## src/rtl/pc_fetch_unit.sv

```systemverilog
// Instruction fetch stage: PC register, branch redirect, IF/ID pipeline latch.
// Optional performance counters are built only when FETCH_PERF_CNT_EN is defined.
module pc_fetch_unit (
    input  logic        clk,
    input  logic        reset,
    input  logic        stall,
    input  logic        br_taken,
    input  logic        br_use_reg,
    input  logic [63:0] br_target,
    input  logic [63:0] br_reg,
    output logic [63:0] imem_addr,
    input  logic [31:0] imem_data,
    output logic [31:0] id_inst,
    output logic [63:0] id_pc,
    output logic [63:0] id_pc_plus4,
    output logic        id_valid,
    output logic        misalign_err,
    output logic [31:0] fetch_count,
    output logic [31:0] flush_count
);

    logic [63:0] pc_q, pc_d;
    logic [31:0] id_inst_q, id_inst_d;
    logic [63:0] id_pc_q, id_pc_d;
    logic [63:0] id_pc_plus4_q, id_pc_plus4_d;
    logic        id_valid_q, id_valid_d;
    logic        misalign_q, misalign_d;
    logic [63:0] raw_target_s;
    logic [63:0] redirect_s;
    logic [63:0] pc_plus4_s;
    logic        fetch_load_s;

    // Next-state selection: a redirect wins over a stall and bubbles IF/ID
    always_comb begin
        raw_target_s  = br_use_reg ? br_reg : br_target;
        redirect_s    = {raw_target_s[63:2], 2'b00};
        pc_plus4_s    = pc_q + 64'd4;
        pc_d          = pc_q;
        id_inst_d     = id_inst_q;
        id_pc_d       = id_pc_q;
        id_pc_plus4_d = id_pc_plus4_q;
        id_valid_d    = id_valid_q;
        misalign_d    = misalign_q;
        fetch_load_s  = 1'b0;
        if (br_taken) begin
            pc_d       = redirect_s;
            id_inst_d  = 32'd0;
            id_valid_d = 1'b0;
            misalign_d = misalign_q | (raw_target_s[1:0] != 2'b00);
        end else if (!stall) begin
            pc_d          = pc_plus4_s;
            id_inst_d     = imem_data;
            id_pc_d       = pc_q;
            id_pc_plus4_d = pc_plus4_s;
            id_valid_d    = 1'b1;
            fetch_load_s  = 1'b1;
        end else begin
            pc_d = pc_q;
        end
    end

    // PC, IF/ID latch and sticky misalignment flag
    always_ff @(posedge clk or posedge reset) begin
        if (reset) begin
            pc_q          <= 64'd0;
            id_inst_q     <= 32'd0;
            id_pc_q       <= 64'd0;
            id_pc_plus4_q <= 64'd0;
            id_valid_q    <= 1'b0;
            misalign_q    <= 1'b0;
        end else begin
            pc_q          <= pc_d;
            id_inst_q     <= id_inst_d;
            id_pc_q       <= id_pc_d;
            id_pc_plus4_q <= id_pc_plus4_d;
            id_valid_q    <= id_valid_d;
            misalign_q    <= misalign_d;
        end
    end

    assign imem_addr    = pc_q;
    assign id_inst      = id_inst_q;
    assign id_pc        = id_pc_q;
    assign id_pc_plus4  = id_pc_plus4_q;
    assign id_valid     = id_valid_q;
    assign misalign_err = misalign_q;

`ifdef FETCH_PERF_CNT_EN
    logic [31:0] fetch_count_q, fetch_count_d;
    logic [31:0] flush_count_q, flush_count_d;

    // Counter increments; both wrap naturally at 32 bits
    always_comb begin
        fetch_count_d = fetch_count_q;
        flush_count_d = flush_count_q;
        if (fetch_load_s) begin
            fetch_count_d = fetch_count_q + 32'd1;
        end else begin
            fetch_count_d = fetch_count_q;
        end
        if (br_taken) begin
            flush_count_d = flush_count_q + 32'd1;
        end else begin
            flush_count_d = flush_count_q;
        end
    end

    // Performance counter registers
    always_ff @(posedge clk or posedge reset) begin
        if (reset) begin
            fetch_count_q <= 32'd0;
            flush_count_q <= 32'd0;
        end else begin
            fetch_count_q <= fetch_count_d;
            flush_count_q <= flush_count_d;
        end
    end

    assign fetch_count = fetch_count_q;
    assign flush_count = flush_count_q;
`else
    assign fetch_count = 32'd0;
    assign flush_count = 32'd0;
`endif

endmodule

```

## config.mk

```make
export PLATFORM = sky130hd
export DESIGN_NAME = pc_fetch_unit
export DESIGN_NICKNAME = d
export VERILOG_FILES = /design/src/rtl/pc_fetch_unit.sv
export SDC_FILE = /design/constraint.sdc
export NUM_CORES = 1
export LEC_CHECK = 0
export BUFFER_PORTS_ARGS = -buffer_cell sky130_fd_sc_hd__buf_2
export CAP_MARGIN = 20
export CORE_AREA = 2 2 176 178
export DETAILED_ROUTE_END_ITERATION = 8
export DIE_AREA = 0 0 178 180
export GPL_TIMING_DRIVEN = 0
export PLACE_DENSITY = 0.68
export SYNTH_ARGS = -nofsm -noshare
export SYNTH_HDL_FRONTEND = slang
export SYNTH_SLANG_ARGS = --single-unit
```

## constraint.sdc

```tcl
create_clock -name clk -period 17 [get_ports clk]
set_input_delay 3.4 -clock clk [delete_from_list [all_inputs] [get_ports clk]]
set_output_delay 3.4 -clock clk [all_outputs]
set_load 0.02 [all_outputs]
```

## Word-level counts from Yosys, hierarchy flattened

Index checks and enable logic that the tools add are counted.

| word-level totals | value |
|---|---|
| bits in latches | 0 |
| flip-flop bits (word level) | 226 |
| memories kept | 0 |
| input bits | 165 |
| word-level logic and storage cells | 20 |
| RAM bits | 0 |
| bits in read-only memories | 0 |
| output and inout port bits | 290 |

| cells by class | value |
|---|---|
| multiply operators | 0 |
| equality and inequality tests | 1 |
| mux-type cells | 7 |
| div/mod/pow operators | 0 |
| reduce and logical (&&, ||, !) cells | 2 |
| bitwise gates (word level) | 3 |
| magnitude comparators | 0 |
| shift-type cells | 0 |
| add/sub/neg operators | 1 |

Operators with widths:

| cell | number |
|---|---|
| $mux 64 | 3 |
| $add 64x3->64 const B | 1 |
| $mux 32 | 2 |
| $mux 1 | 2 |
| $ne 2x1->1 const B | 1 |
| $not 1->1 | 2 |
| $reduce_and 2->1 | 1 |
| $reduce_bool 2->1 | 1 |
| $or 1x1->1 | 1 |

## Depth between registers and ports, before layout

| logic depth | value |
|---|---|
| depth after elaboration | 3 |
| gate-level depth with buffers | 9 |
| gate-level depth less buffers | 6 |

## Least setup slack after synthesis

No wires, ideal clock.

| path | value |
|---|---|
| path type | in2reg |
| start point | input stall |
| end point | register id_inst_q[10], in the netlist id_inst[10] |
| data arrival time | 4.954 ns |
| library setup time | 0.132 ns |
| slack | 11.914 ns |
| stages on the path | 6 |
| required time | 16.868 ns |
| path buffers | 4 |
| cell sequence | clkbuf_1 clkbuf_1 buf_1 buf_1 mux2i_1 nor2_1 |

| between the ends | value |
|---|---|
| longest elaborated chain between the ends | 1 |

Ends and longest elaborated chain:

| element | line | source |
|---|---|---|
| from (decl) | 6 | `input logic stall,` |
| $ne 2x1->1 (no source line) | n/a |  |
| to (signal assigned) | 73 | `id_inst_q <= id_inst_d;` |
| to (decl) | 23 | `logic [31:0] id_inst_q, id_inst_d;` |

No other way between the ends.
A chain may end at the register's enable or synchronous reset.

## Final worst setup path

| path | value |
|---|---|
| start point | input br_taken |
| end point | register id_pc_q[37], in the netlist id_pc[37] |

| between the ends | value |
|---|---|
| longest elaborated chain between the ends | 2 |

Ends and longest elaborated chain:

| element | line | source |
|---|---|---|
| from (decl) | 7 | `input logic br_taken,` |
| $not 1->1 (no source line) | n/a |  |
| $reduce_and 2->1 (no source line) | n/a |  |
| to (signal assigned) | 74 | `id_pc_q <= id_pc_d;` |
| to (decl) | 24 | `logic [63:0] id_pc_q, id_pc_d;` |

No other way between the ends.

==> results summary <==
The flow ran to the end, and the final reports show no timing, DRC or antenna violations. The H-tree depth came out at 1. The count of distinct cell types in the synthesized netlist is 51. Global routing consumed, on the met3 layer, 3.96% of the routing resources. The required time of the worst setup path is 17380 ps.

The clock transition at the register clock pins on the worst setup and hold paths after CTS came out at 60 ps. The number of port buffers came out at 383. Across every metal layer, demand over resource in global routing totals 28.6%. The layer with the highest usage after global routing is met2. The total count of hold-check failures in the final report came out at 0.

The cell that appears most often on the critical path is sky130_fd_sc_hd__clkbuf_1. The starting density of the core is 39.5%. The overflow left after global routing came out at 0. The library cells used most frequently in the layout, excluding fill and tap cells, are 405 x sky130_fd_sc_hd__buf_2, 277 x sky130_fd_sc_hd__nand2_1, 220 x sky130_fd_sc_hd__dfrtp_1.

The worst pin sits at a relative slew slack of 22.2%. The largest delay contributor family on the critical path is buffers and inverters. The area used by multi-input combinational logic is 5700 um^2. The later pin in the worst-skew pair is clocked with a latency of 530 ps. The count of pins over their slew limit came to 0. The maximum clock frequency is 163 MHz.

The final critical path time including I/O delays and setup is 6130 ps. The number of optimization iterations in the first detailed-route pass is 7. The area after detailed placement came out at 14700 um^2. The routed length per placed instance is 21.0 um.

The count of mapped cells out of synthesis is 1337. The mean area per synthesized cell is 8.91 um^2. The overall power of the completed layout came out at 0.00161 W. Synthesis inferred 220 register bits. The post-route netlist has 29.6% of its cells at a drive strength greater than 1. The half-perimeter wire length after placement came out at 35.7 mm.

The total clock buffers created by CTS is 25. The post-cts resize count is 0. The number of setup buffers added after CTS came out at 0. The met2 usage came out at 46.9%. The top-level I/O count is 455. The number of global-route vias before repair came out at 11.2k. The library cell used most frequently in the layout, excluding fill and tap cells, is sky130_fd_sc_hd__buf_2. Counting along the longest clock path gives a buffer depth of 3. In this run the biggest area consumer among cell types represents 46.2% of the synthesized area. The starting DRC count in detailed routing is 1103. Global routing used 38.2% of the available met1 tracks.

Setup repair after global routing left no endpoint under its margin. The data arrival time of the critical path came out at 6510 ps. TritonCTS built the clock tree. Ranked by total cell area, the synthesized netlist is headed by sky130_fd_sc_hd__dfrtp_1 46%, sky130_fd_sc_hd__nand2_1 8.7%, sky130_fd_sc_hd__mux2i_1 5.0%, sky130_fd_sc_hd__buf_4 4.5%, sky130_fd_sc_hd__o21ai_0 3.1%. After detailed routing, the total wire length is 46.9 mm. The number of clock sinks seen by CTS came out at 220. The cell with the largest stage delay on the worst path is sky130_fd_sc_hd__clkbuf_1. The number of fill cells in the layout came out at 2952. Walking the worst path, the cells encountered are buf_2 > or2_2 > clkbuf_1 > clkbuf_1 > clkbuf_1 > clkbuf_1 > o21ai_0. Hold repair after CTS inserted 0 buffers.

The setup slack of the most critical reg-to-reg path came out at 13500 ps. The cell taking the most area after synthesis is sky130_fd_sc_hd__dfrtp_1. Setup violations remaining at the end of the flow were counted as 0.

The setup total negative slack is 0 ps. The initial antenna violation count was 1. The post-synthesis to final-layout area growth is 29.9%. The number of flops mapped to enable cells by yosys is 0. The leakage power is 7.55 nW. The die height came out at 180 um.

After floorplanning, the core was divided into 64 placement rows. The worst hold path belongs to the class reg2reg. The count of warnings emitted by yosys is 0. The number of vias per cell is 5.26. The worst-case IR drop observed on VDD is 0.0000773 V.

The final period utilization is 36.1%. Measured along the x axis, the die boundary spans 178 um. The worst hold-check slack is 459 ps. Once detail routing completed, the nets flagged for antenna violations numbered 0. The largest incremental delay on the critical path is 700 ps. The core region is 30200 um^2.

The final core utilization is 51.3%. Along the worst path, the maximum fanout reaches 10. The post-route cell area is 15500 um^2.

In the synthesized netlist the dominant register cell turns out to be sky130_fd_sc_hd__dfrtp_1. Across the run, the number of max-cap violations was 0. The clock root buffer is sky130_fd_sc_hd__clkbuf_16. The first-pass GRT wire length came out at 69.4 mm. The footprint of the flip-flops and latches came out at 5510 um^2. At the pin with the least slew margin, the transition time is 1170 ps. The async set-or-reset flop fraction in the synthesized netlist is 100%. Sequential cells were found to cover 46.2% of the synthesized design area. The die covers 32000 um^2. The critical path is of the in2reg type. Entering global routing, the biggest net connects 82 pins. Across all layers, the routed design uses 11.7k vias. The final net count came out at 1988. The critical path endpoint category is a flop.

The total power divided by cell area is 104 nW/um^2. The maximum clock skew at final layout is 15.4 ps. The number of DRC violations after detailed routing is 0.

The weighted congestion at the end of routability-driven global placement is 0.942. The worst setup path is launched from a primary input. The number of buffers and inverters on the critical path is 5. The summed instance area of the synthesized netlist came out at 11900 um^2.
power by group:
| part | switching, W | leakage (nW) | internal (W) |
|---|---|---|---|
| clock network | 0.000220 | 0.391 | 0.000323 |
| registers | 0.0000532 | 2.66 | 0.000592 |
| logic | 0.000279 | 4.49 | 0.000141 |
| total | 0.000552 | 7.55 | 0.00106 |
worst reg2reg max path, delay by kind of cell (launching register included):
kind,cells,cell delay (ps)
buf+inv,1,440
compound gates,1,110
simple gates,4,2520
flops,1,350
cell usage after synthesis (13+ instances only):
cell type	number
sky130_fd_sc_hd__nand2_1	277
sky130_fd_sc_hd__clkbuf_1	66
sky130_fd_sc_hd__nor2_1	75
sky130_fd_sc_hd__or4_1	15
sky130_fd_sc_hd__or3_1	21
sky130_fd_sc_hd__nand4_1	39
sky130_fd_sc_hd__mux2_2	13
sky130_fd_sc_hd__nor2b_1	33
sky130_fd_sc_hd__a31oi_1	18
sky130_fd_sc_hd__nand3_1	35
sky130_fd_sc_hd__a211oi_1	26
sky130_fd_sc_hd__dfrtp_1	220
sky130_fd_sc_hd__xnor2_1	40
sky130_fd_sc_hd__buf_4	71
sky130_fd_sc_hd__a21oi_1	33
sky130_fd_sc_hd__o31a_1	14
sky130_fd_sc_hd__nor3_1	29
sky130_fd_sc_hd__buf_1	13
sky130_fd_sc_hd__o21ai_0	75
sky130_fd_sc_hd__nor4_1	18
sky130_fd_sc_hd__xor2_1	38
sky130_fd_sc_hd__buf_2	21
sky130_fd_sc_hd__mux2i_1	59
registers in the layout (all words and copies together), names as in the netlist:
| register | count |
|---|---|
| id_pc_plus4 | 62 |
| imem_addr | 62 |
| id_pc | 62 |
| id_valid | 1 |
| id_inst | 32 |
| misalign_err | 1 |
metal layers:
layer,vias up,wire [um]
met1,5615,19300
met4,0,1930
met2,595,22000
met5,-,0
li1,5424,-
met3,96,3720
cell families (layout without fill, tap and decap cells):
kind of cell	Yosys count	count (layout)	share of synthesized area [%]
AO/OA/AOI/OAI	195	195	9.99
XOR/XNOR	78	78	5.73
adder cells (fa/ha/maj)	1	1	0.105
buffers and inverters	181	608	8.19
flip-flops	220	220	46.2
multiplexers	72	72	6.18
other	1	71	0.0315
AND/OR/NAND/NOR	589	589	23.6
metrics by stage:
step,setup WS (ps),std cells
floorplan,7580,1406
global placement,4970,2185
detailed placement,10380,2190
CTS,10940,2228
global route,10770,2230
finish,10870,2230
final cells by class:
type | count | share of cell area, %
diodes | 1 | 0.0162
plain buffers | 174 | 6.14
clock buffers | 31 | 4.38
clock inverters | 7 | 0.711
inverters | 7 | 0.218
multi-input cells | 1005 | 36.8
flip-flops and latches | 220 | 35.6
well taps | 396 | 3.20
repair buffers | 389 | 13.0
path summary, 6_finish.rpt:
check                                           from                          end  depth (start not counted)
setup / recovery                            br_taken        id_pc[37]$_DFFE_PP0P_                          7
hold / removal              misalign_err$_DFFE_PP0P_     misalign_err$_DFFE_PP0P_                          1
setup reg to reg           imem_addr[29]$_DFFE_PP0N_  id_pc_plus4[51]$_DFFE_PP0P_                          6
hold reg to reg             misalign_err$_DFFE_PP0P_     misalign_err$_DFFE_PP0P_                          1
max in group asynchronous                      reset    imem_addr[31]$_DFFE_PP0N_                          4
min in group asynchronous                      reset      id_inst[16]$_DFFE_PP0N_                          2
Power figures use the tool's default switching activity.
